`src/rtl/multicycle_control_unit_pkg.sv`:
```
// Shared encodings for the multicycle control unit: opcodes, FSM states and
// the datapath mux/ALU select values.
package control_pkg;

  localparam logic [5:0] OP_R    = 6'b000000;
  localparam logic [5:0] OP_LW   = 6'b100011;
  localparam logic [5:0] OP_SW   = 6'b101011;
  localparam logic [5:0] OP_BEQ  = 6'b000100;
  localparam logic [5:0] OP_ADDI = 6'b001000;
  localparam logic [5:0] OP_J    = 6'b000010;

  typedef enum logic [3:0] {
    S_FETCH     = 4'd0,
    S_DECODE    = 4'd1,
    S_MEM_ADDR  = 4'd2,
    S_MEM_READ  = 4'd3,
    S_MEM_WB    = 4'd4,
    S_MEM_WRITE = 4'd5,
    S_EXECUTE   = 4'd6,
    S_ALU_WB    = 4'd7,
    S_BRANCH    = 4'd8,
    S_ADDI_EXEC = 4'd9,
    S_ADDI_WB   = 4'd10,
    S_JUMP      = 4'd11,
    S_TRAP      = 4'd12
  } state_t;

  localparam logic [1:0] ALU_ADD   = 2'b00;
  localparam logic [1:0] ALU_SUB   = 2'b01;
  localparam logic [1:0] ALU_FUNCT = 2'b10;

  localparam logic [1:0] SRCB_B      = 2'b00;
  localparam logic [1:0] SRCB_FOUR   = 2'b01;
  localparam logic [1:0] SRCB_IMM    = 2'b10;
  localparam logic [1:0] SRCB_IMM_SH = 2'b11;

  localparam logic [1:0] PCSRC_ALU    = 2'b00;
  localparam logic [1:0] PCSRC_ALUOUT = 2'b01;
  localparam logic [1:0] PCSRC_JUMP   = 2'b10;

endpackage

```
`src/rtl/multicycle_control_unit_if.sv`:
```
// Controller <-> datapath bundle: opcode/mem_ready in, control strobes out.
interface multicycle_control_unit_if #(parameter int unsigned CNT_W = 32);
  logic [5:0]       opcode;
  logic             mem_ready;
  logic             pc_write;
  logic             pc_write_cond;
  logic             i_or_d;
  logic             mem_read;
  logic             mem_write;
  logic             ir_write;
  logic             mem_to_reg;
  logic             reg_dst;
  logic             reg_write;
  logic             alu_src_a;
  logic [1:0]       alu_src_b;
  logic [1:0]       alu_op;
  logic [1:0]       pc_source;
  logic             illegal_op;
  logic [3:0]       state_o;
  logic [CNT_W-1:0] retired;

  modport master (
    input  opcode, mem_ready,
    output pc_write, pc_write_cond, i_or_d, mem_read, mem_write, ir_write,
           mem_to_reg, reg_dst, reg_write, alu_src_a, alu_src_b, alu_op,
           pc_source, illegal_op, state_o, retired
  );

  modport slave (
    output opcode, mem_ready,
    input  pc_write, pc_write_cond, i_or_d, mem_read, mem_write, ir_write,
           mem_to_reg, reg_dst, reg_write, alu_src_a, alu_src_b, alu_op,
           pc_source, illegal_op, state_o, retired
  );
endinterface

```
`src/rtl/multicycle_control_unit_retire_counter.sv`:
```
// Retired-instruction counter: async active-low clear, wraps modulo 2^CNT_W.
module retire_counter #(
  parameter int unsigned CNT_W = 32
) (
  input  logic             clk,
  input  logic             rst_n,
  input  logic             en,
  output logic [CNT_W-1:0] count
);

  // Count one per enabled cycle.
  always_ff @(posedge clk or negedge rst_n) begin
    if (!rst_n) count <= '0;
    else if (en) count <= count + CNT_W'(1);
  end

endmodule

```
`src/rtl/multicycle_control_unit.sv`:
```
// Moore FSM sequencing each instruction over 3-5 cycles and driving the
// multicycle datapath control strobes.
module multicycle_control_unit #(
  parameter int unsigned CNT_W         = 32,
  parameter bit          MEM_HANDSHAKE = 1'b1
) (
  input  logic                      clk,
  input  logic                      rst_n,
  multicycle_control_unit_if.master bus
);
  import control_pkg::*;

  state_t           state, state_next;
  logic             rdy;
  logic             retire_en;
  logic [CNT_W-1:0] retired_q;

  assign rdy = MEM_HANDSHAKE ? bus.mem_ready : 1'b1;

  // State register.
  always_ff @(posedge clk or negedge rst_n) begin
    if (!rst_n) state <= S_FETCH;
    else        state <= state_next;
  end

  // Next-state logic; opcode only matters in DECODE and MEM_ADDR.
  always_comb begin
    state_next = state;
    unique case (state)
      S_FETCH:     if (rdy) state_next = S_DECODE;
      S_DECODE: begin
        unique case (bus.opcode)
          OP_LW, OP_SW: state_next = S_MEM_ADDR;
          OP_R:         state_next = S_EXECUTE;
          OP_BEQ:       state_next = S_BRANCH;
          OP_ADDI:      state_next = S_ADDI_EXEC;
          OP_J:         state_next = S_JUMP;
          default:      state_next = S_TRAP;
        endcase
      end
      S_MEM_ADDR:  state_next = (bus.opcode == OP_SW) ? S_MEM_WRITE : S_MEM_READ;
      S_MEM_READ:  if (rdy) state_next = S_MEM_WB;
      S_MEM_WRITE: if (rdy) state_next = S_FETCH;
      S_EXECUTE:   state_next = S_ALU_WB;
      S_ADDI_EXEC: state_next = S_ADDI_WB;
      S_MEM_WB, S_ALU_WB, S_BRANCH, S_ADDI_WB, S_JUMP: state_next = S_FETCH;
      S_TRAP:      state_next = S_TRAP;
      default:     state_next = S_FETCH;
    endcase
  end

  // Only terminal states ever return to FETCH, so that edge marks a retire.
  assign retire_en = (state != S_FETCH) && (state_next == S_FETCH);

  retire_counter #(.CNT_W(CNT_W)) u_retire (
    .clk   (clk),
    .rst_n (rst_n),
    .en    (retire_en),
    .count (retired_q)
  );

  assign bus.retired = retired_q;
  assign bus.state_o = state;

  // Output decode of state; everything gated off while rst_n is low.
  always_comb begin
    bus.pc_write      = 1'b0;
    bus.pc_write_cond = 1'b0;
    bus.i_or_d        = 1'b0;
    bus.mem_read      = 1'b0;
    bus.mem_write     = 1'b0;
    bus.ir_write      = 1'b0;
    bus.mem_to_reg    = 1'b0;
    bus.reg_dst       = 1'b0;
    bus.reg_write     = 1'b0;
    bus.alu_src_a     = 1'b0;
    bus.alu_src_b     = SRCB_B;
    bus.alu_op        = ALU_ADD;
    bus.pc_source     = PCSRC_ALU;
    bus.illegal_op    = 1'b0;
    if (rst_n) begin
      unique case (state)
        S_FETCH: begin
          bus.mem_read  = 1'b1;
          bus.alu_src_b = SRCB_FOUR;
          bus.ir_write  = rdy;
          bus.pc_write  = rdy;
        end
        S_DECODE:    bus.alu_src_b = SRCB_IMM_SH;
        S_MEM_ADDR: begin
          bus.alu_src_a = 1'b1;
          bus.alu_src_b = SRCB_IMM;
        end
        S_MEM_READ: begin
          bus.mem_read = 1'b1;
          bus.i_or_d   = 1'b1;
        end
        S_MEM_WB: begin
          bus.reg_write  = 1'b1;
          bus.mem_to_reg = 1'b1;
        end
        S_MEM_WRITE: begin
          bus.mem_write = 1'b1;
          bus.i_or_d    = 1'b1;
        end
        S_EXECUTE: begin
          bus.alu_src_a = 1'b1;
          bus.alu_op    = ALU_FUNCT;
        end
        S_ALU_WB: begin
          bus.reg_write = 1'b1;
          bus.reg_dst   = 1'b1;
        end
        S_BRANCH: begin
          bus.alu_src_a     = 1'b1;
          bus.alu_op        = ALU_SUB;
          bus.pc_write_cond = 1'b1;
          bus.pc_source     = PCSRC_ALUOUT;
        end
        S_ADDI_EXEC: begin
          bus.alu_src_a = 1'b1;
          bus.alu_src_b = SRCB_IMM;
        end
        S_ADDI_WB:   bus.reg_write = 1'b1;
        S_JUMP: begin
          bus.pc_write  = 1'b1;
          bus.pc_source = PCSRC_JUMP;
        end
        S_TRAP:      bus.illegal_op = 1'b1;
        default: ;
      endcase
    end
  end

endmodule

```
`src/flat_wrapper.sv`:
```
// flat-port wrapper written by rule: the top's interface ports become plain ports
module multicycle_control_unit_flat import control_pkg::*;
#(
  parameter int unsigned CNT_W         = 32,
  parameter bit          MEM_HANDSHAKE = 1'b1
)
  (clk, rst_n, bus_opcode, bus_mem_ready, bus_pc_write, bus_pc_write_cond, bus_i_or_d, bus_mem_read, bus_mem_write, bus_ir_write, bus_mem_to_reg, bus_reg_dst, bus_reg_write, bus_alu_src_a, bus_alu_src_b, bus_alu_op, bus_pc_source, bus_illegal_op, bus_state_o, bus_retired);
  multicycle_control_unit_if #(.CNT_W(CNT_W)) bus_i ();
  input  logic clk;
  input  logic rst_n;
  input wire logic [$bits(bus_i.opcode)-1:0] bus_opcode;
  input wire logic [$bits(bus_i.mem_ready)-1:0] bus_mem_ready;
  output wire logic [$bits(bus_i.pc_write)-1:0] bus_pc_write;
  output wire logic [$bits(bus_i.pc_write_cond)-1:0] bus_pc_write_cond;
  output wire logic [$bits(bus_i.i_or_d)-1:0] bus_i_or_d;
  output wire logic [$bits(bus_i.mem_read)-1:0] bus_mem_read;
  output wire logic [$bits(bus_i.mem_write)-1:0] bus_mem_write;
  output wire logic [$bits(bus_i.ir_write)-1:0] bus_ir_write;
  output wire logic [$bits(bus_i.mem_to_reg)-1:0] bus_mem_to_reg;
  output wire logic [$bits(bus_i.reg_dst)-1:0] bus_reg_dst;
  output wire logic [$bits(bus_i.reg_write)-1:0] bus_reg_write;
  output wire logic [$bits(bus_i.alu_src_a)-1:0] bus_alu_src_a;
  output wire logic [$bits(bus_i.alu_src_b)-1:0] bus_alu_src_b;
  output wire logic [$bits(bus_i.alu_op)-1:0] bus_alu_op;
  output wire logic [$bits(bus_i.pc_source)-1:0] bus_pc_source;
  output wire logic [$bits(bus_i.illegal_op)-1:0] bus_illegal_op;
  output wire logic [$bits(bus_i.state_o)-1:0] bus_state_o;
  output wire logic [$bits(bus_i.retired)-1:0] bus_retired;
  assign bus_i.opcode = bus_opcode;
  assign bus_i.mem_ready = bus_mem_ready;
  assign bus_pc_write = bus_i.pc_write;
  assign bus_pc_write_cond = bus_i.pc_write_cond;
  assign bus_i_or_d = bus_i.i_or_d;
  assign bus_mem_read = bus_i.mem_read;
  assign bus_mem_write = bus_i.mem_write;
  assign bus_ir_write = bus_i.ir_write;
  assign bus_mem_to_reg = bus_i.mem_to_reg;
  assign bus_reg_dst = bus_i.reg_dst;
  assign bus_reg_write = bus_i.reg_write;
  assign bus_alu_src_a = bus_i.alu_src_a;
  assign bus_alu_src_b = bus_i.alu_src_b;
  assign bus_alu_op = bus_i.alu_op;
  assign bus_pc_source = bus_i.pc_source;
  assign bus_illegal_op = bus_i.illegal_op;
  assign bus_state_o = bus_i.state_o;
  assign bus_retired = bus_i.retired;
  multicycle_control_unit #(.CNT_W(CNT_W), .MEM_HANDSHAKE(MEM_HANDSHAKE)) u_core (.clk(clk), .rst_n(rst_n), .bus(bus_i));
endmodule
```
`config.mk`:
```
export PLATFORM = sky130hd
export DESIGN_NAME = multicycle_control_unit_flat
export DESIGN_NICKNAME = d
export VERILOG_FILES = /design/src/rtl/multicycle_control_unit_pkg.sv /design/src/rtl/multicycle_control_unit_if.sv /design/src/rtl/multicycle_control_unit_retire_counter.sv /design/src/rtl/multicycle_control_unit.sv /design/src/flat_wrapper.sv
export SDC_FILE = /design/constraint.sdc
export NUM_CORES = 1
export LEC_CHECK = 0
export BUFFER_PORTS_ARGS = -buffer_cell sky130_fd_sc_hd__clkbuf_2
export CORE_ASPECT_RATIO = 1.5
export CORE_MARGIN = 2
export CORE_UTILIZATION = 40
export CTS_CLUSTER_SIZE = 16
export DETAILED_ROUTE_END_ITERATION = 8
export GPL_TIMING_DRIVEN = 1
export PLACE_DENSITY_LB_ADDON = 0.05
export SETUP_SLACK_MARGIN = 0.2
export SYNTH_ARGS = -nofsm -noshare
export SYNTH_HDL_FRONTEND = slang
export SYNTH_HIERARCHICAL = 1
export SYNTH_SLANG_ARGS = --single-unit
```
`constraint.sdc`:
```
create_clock -name clk -period 4.2 [get_ports clk]
set_input_delay 0.42 -clock clk [delete_from_list [all_inputs] [get_ports clk]]
set_output_delay 0.42 -clock clk [all_outputs]
set_load 0.01 [all_outputs]
```
=== Yosys cells after proc, flatten, opt, wreduce, memory -nomap -nowiden ===
Index checks and enable logic that the tools add are counted.

* Logic and storage cells: 65
* RAM bits: 0
* Bits in read-only memories: 0
* Bits in registers: 36
* Input bits: 9
* Latch bits: 0
* Memories kept: 0

* Multiply operators: 0
* $add $sub $neg: 1
* Shift operators: 0
* Reduce and logical (&&, ||, !) cells: 11
* Equal/unequal tests: 17
* Multiplexer cells: 34
* Bitwise operators: 0
* Div/mod/pow operators: 0
* Order comparisons: 0

{| class="wikitable"
|+ Operators with widths
! operator !! count
|-
| $add 32x1->32 const B || 1
|-
| $pmux 4 s8 || 1
|-
| $mux 1 || 21
|-
| $eq 4x4->1 const B || 5
|-
| $pmux 4 s5 || 1
|-
| $eq 4x3->1 const B || 4
|-
| $eq 6x6->1 const B || 2
|-
| $mux 4 || 3
|-
| $eq 4x2->1 const B || 2
|-
| $logic_not 4->1 || 2
|-
| $pmux 2 s2 || 2
|-
| $reduce_or 2->1 || 4
|-
| $eq 6x2->1 const B || 1
|-
| $eq 6x3->1 const B || 1
|-
| $eq 6x4->1 const B || 1
|-
| $logic_not 6->1 || 1
|-
| $mux 2 || 3
|-
| $pmux 2 s3 || 1
|-
| $eq 4x1->1 const B || 1
|-
| $reduce_bool 4->1 || 1
|-
| $reduce_or 4->1 || 1
|-
| $mux 3 || 1
|-
| $reduce_or 3->1 || 1
|-
| $pmux 1 s2 || 1
|-
| $logic_and 1x1->1 || 1
|}

=== Depth between registers and ports, before layout ===
* Depth after elaboration: 6
* Mapped depth: 9

=== By module ===
The synthesis kept the hierarchy.

{| class="wikitable"
|+ By module, submodules not included
! module !! area each (um^2) !! cells each !! instances
|-
| retire_counter || 1448.9 || 123 || 1
|-
| multicycle_control_unit || 631.9 || 91 || 1
|}

=== Worst setup path before layout ===
No wires, ideal clock.

* Kind: input-to-reg
* Start point: input bus_opcode[1]
* End point: register u_core.u_retire.count[23]
* Arrival time: 3.103 ns
* Slack: 1.017 ns
* Path buffers: 0
* Library setup time: 0.079 ns
* Data required time: 4.121 ns
* Cell stages on the path: 8
* Cells stage by stage: or4_1 and3_1 a211o_1 nor4_2 nand4_4 or4_4 nor4_2 xor2_1

* Cells in the longest elaborated chain, start to end: 6

{| class="wikitable"
|+ Ends and longest elaborated chain
! item !! line !! text
|-
| start, declared || flat_wrapper.sv:11 || <nowiki>input wire logic [$bits(bus_i.opcode)-1:0] bus_opcode;</nowiki>
|-
| $eq 6x6->1 (on tied branches) || multicycle_control_unit.sv:32, multicycle_control_unit.sv:41 ||
|-
| $reduce_or 2->1 || multicycle_control_unit.sv:32 || <nowiki>unique case (bus.opcode)</nowiki>
|-
| $pmux 4 s5 || multicycle_control_unit.sv:32 ||
|-
| $pmux 4 s8 * || multicycle_control_unit.sv:29 || <nowiki>unique case (state)</nowiki>
|-
| $logic_not 4->1 * || multicycle_control_unit.sv:53 || <nowiki>assign retire_en = (state != S_FETCH) && (state_next == S_FETCH);</nowiki>
|-
| $logic_and 1x1->1 * || multicycle_control_unit.sv:53 ||
|-
| named net u_core.retire_en || multicycle_control_unit.sv:15 || <nowiki>logic retire_en;</nowiki>
|-
| end signal, assigned || multicycle_control_unit_retire_counter.sv:14 || <nowiki>else if (en) count <= count + CNT_W'(1);</nowiki>
|-
| end, declared || multicycle_control_unit_retire_counter.sv:8 || <nowiki>output logic [CNT_W-1:0] count</nowiki>
|}

Mark *: on every way through the listed nets, which the timed path passes. The rest lies on a longest branch.
A chain may end at the register's enable or synchronous reset.

=== Worst setup path after layout ===
* Start point: register u_core.state[2] (netlist: u_core/bus.state_o[2])
* End point: register u_core.u_retire.count[19]

* Cells in the longest elaborated chain, start to end: 4

{| class="wikitable"
|+ Ends and longest elaborated chain
! item !! line !! text
|-
| start, declared || multicycle_control_unit.sv:13 || <nowiki>state_t state, state_next;</nowiki>
|-
| start signal, assigned || multicycle_control_unit.sv:23 || <nowiki>else state <= state_next;</nowiki>
|-
| $eq 4x4->1, or another cell as far along || multicycle_control_unit.sv:29 ||
|-
| $pmux 4 s8 || multicycle_control_unit.sv:29 ||
|-
| $logic_not 4->1 || multicycle_control_unit.sv:53 ||
|-
| $logic_and 1x1->1 * || multicycle_control_unit.sv:53 ||
|-
| named net u_core.retire_en || multicycle_control_unit.sv:15 ||
|}

Marked as above.

==> flow_metrics.env <==
export IMPL_status="finished clean"
export IMPL_worstPathCellList="nor4b_1 -> and3_1 -> a211o_1 -> nor4_2 -> nand4_4 -> or4_4 -> nor3b_1 -> xor2_1"
export IMPL_netSwitchingFraction=0.384
export IMPL_die_area_mm2=0.00581
export IMPL_avgSynthCellArea_um2=9.72
export IMPL_portBuffers=61
export IMPL_cts_root_buf="clkbuf_8"
export IMPL_crit_path_end_kind="register"
export IMPL_viasPerCell=5.18
export IMPL_synth_top_area_cell="dfrtp_1"
export IMPL_ios=62
export IMPL_clkSinkCount=36
export IMPL_drt_first_pass_iters=4
export IMPL_synth_top_area_share=0.433
export IMPL_cp_required_ps=4400
export IMPL_die_h_um=92.3
export IMPL_regToRegSetupSlack_ps=820
export IMPL_post_drt_wl_per_cell_um=13.6
export IMPL_htreeDepth=2
export IMPL_worstSetupEndpoint="u_core/u_retire/count[19]"
export IMPL_cts_buffers=5
export IMPL_synth_cell_types=46
export IMPL_critPathArrivalTime_ps=3590
export IMPL_num_antenna_cells=0
export IMPL_gp_congestion=0.748
export IMPL_critPathKind="reg -> reg"
export IMPL_hold_ws_ps=198
export IMPL_synth_cells=214
export IMPL_synth_nets=224
export IMPL_slew_headroom=0.523
export IMPL_yosys_warnings=6
export IMPL_drt_iter0_markers=115
export IMPL_core_mm2=0.00508
export IMPL_ys_seq_elements=36
export IMPL_routed_wl_mm=4.68
export IMPL_fin_area_mm2=0.00255
export IMPL_skew_ps=2.46
export IMPL_internal_power_mw=0.783
export IMPL_power_density_mw_per_mm2=498
export IMPL_syn_to_final_growth_pct=22.7
export IMPL_grt_pass1_wl_mm=7.97
export IMPL_period_share=0.806
export IMPL_ctsResizeCount=0
export IMPL_placementRows=32
export IMPL_setup_viol_count_final=0
export IMPL_pwr_share_clk=0.231
export IMPL_nets=285
export IMPL_grt_total_usage=0.171
export IMPL_drv_slew=0
export IMPL_post_dp_cell_area_mm2=0.00244
export IMPL_worst_pin_slew_ps=709
export IMPL_synthTopCellsByArea="dfrtp_1, xnor2_1, xor2_1, nand4_1, nand2_1"
export IMPL_r2r_start="u_core/bus.state_o[2]"
export IMPL_die_w_um=62.9
export IMPL_peakVddDrop_mv=0.298
export IMPL_final_setup_tns_ps=0
export IMPL_reg2reg_depth=8
export IMPL_clock_path_buffers=2
export IMPL_dp_slack_ps=652
export IMPL_cts_reportedPaths_clkPinSlew_ps=70
export IMPL_p_comb_frac=0.349
export IMPL_rsz0062_at_grt="false"
export IMPL_setup_ws_ps=817
export IMPL_syn_area_mm2=0.00208
export IMPL_hold_path_class="in -> async"
export IMPL_yosysMostFrequentCell="dfrtp_1"
export IMPL_power_switching_mw=0.488
export IMPL_yosys_top_cells_count="dfrtp_1, xnor2_1, nand2_1"
export IMPL_grt_pass1_vias=1685
export IMPL_yosysSeqAreaShare=0.433
export IMPL_drc=0
export IMPL_grt_max_degree=43
export IMPL_cp_max_fo=22
export IMPL_postCtsHoldBufs=0
export IMPL_initial_core_util=0.409
export IMPL_crit_start="u_core/bus.state_o[2]"
export IMPL_num_vias=1783
export IMPL_crit_slowest_cell="dfrtp_1"
export IMPL_antenna_found_initial=0
export IMPL_p_seq_frac=0.421
export IMPL_ys_flop_type="dfrtp_1"
export IMPL_synth_edf_count=0
export IMPL_async_reset_ff_frac=1.00
export IMPL_clock_latency_ps=280
export IMPL_globalRouteOverflowTotal=0
export IMPL_critPathMaxStageDelay_ps=760
export IMPL_maxCapViolCount=0
export IMPL_r2r_end="u_core/u_retire/count[19]"
export IMPL_tritoncts="yes"
export IMPL_crit_path_start_kind="register"
export IMPL_drive_gt1_frac=0.283
export IMPL_post_cts_buffers=0
export IMPL_place_hpwl_mm=3.53
export IMPL_period_needed_ps=3380
export IMPL_finalHoldViolations=0
export IMPL_fmax_ghz=0.296
export IMPL_ant_nets=0
export IMPL_leakage_nw=1.23
[worst max-delay path, delay by kind of cell (launching register included)]
kind	cells	cell delay, ps
AO/OA/AOI/OAI	1	290
XOR/XNOR	1	180
flip-flops	1	760
AND/OR/NAND/NOR	6	2080
[sequential cells by signal (all words and copies together), names as in the netlist]
register / count
u_core/bus.state_o: 4
u_core/u_retire/count: 32
[layer usage]
metal | track usage | routed length, µm | vias up
met3 | 0.0267 | 143 | 4
met4 | 0.0444 | 51 | 0
met1 | 0.203 | 1990 | 856
met5 | 0 | 0 | -
met2 | 0.316 | 2500 | 34
li1 | - | - | 889
[layout by cell type, fill, tap and decap left out, drive strengths merged, types with 7 or more instances in the layout]
master,synthesis,layout
nor2,12,12
nor3b,7,7
nand3,10,10
xnor2,20,20
nand4,12,12
dfrtp,36,36
nor4,8,8
nand2,16,16
nor3,11,11
xor2,13,13
clkbuf,5,67
[per-stage QoR]
| step | instances | utilization | power [mW] |
|---|---|---|---|
| after floorplan | 214 | - | 0.836 |
| after global placement | 336 | 0.481 | 0.987 |
| after detailed placement | 336 | 0.481 | 0.991 |
| after CTS | 344 | 0.502 | 1.29 |
| after global routing | 344 | 0.502 | 1.37 |
| final | 344 | 0.502 | 1.27 |
[kinds of logic after synthesis]
family / Yosys count / synth area share
muxes: 1 / 0.00541
AOI/OAI and AO/OA: 20 / 0.0661
adders and majority gates: 1 / 0.00601
DFF: 36 / 0.433
buffers and inverters: 14 / 0.0289
and+or+nand+nor: 109 / 0.322
xor gates and xnor gates: 33 / 0.139
[layout make-up]
class / instances / area [µm²]
repair buffers: 63 / 320
multi-input cells: 164 / 1120
inverters: 5 / 18.8
flip-flops and latches: 36 / 901
clock buffers: 6 / 72.6
clock inverters: 2 / 35.0
fillers: 508 / 2530
well taps: 68 / 85.1
[worst min path at each step]
| stage | from | end | slack, ps |
|---|---|---|---|
| floorplan | rst_n | u_core/bus.state_o[0] | 120 |
| global placement | u_core/u_retire/count[31] | u_core/u_retire/count[31] | 460 |
| detailed placement | u_core/u_retire/count[31] | u_core/u_retire/count[31] | 460 |
| CTS | rst_n | u_core/u_retire/count[22] | 210 |
| finish | rst_n | u_core/u_retire/count[1] | 200 |
| global route | rst_n | u_core/u_retire/count[0] | 240 |
[power groups by stage]
stage / logic, mW / clock network, mW / registers [mW]
global placement: 0.445 / 0 / 0.542
detailed placement: 0.449 / 0 / 0.542
global route: 0.495 / 0.322 / 0.553
finish: 0.443 / 0.293 / 0.534
floorplan: 0.349 / 0 / 0.488
CTS: 0.451 / 0.304 / 0.535
No activity file was read; power rests on OpenSTA's default activity.
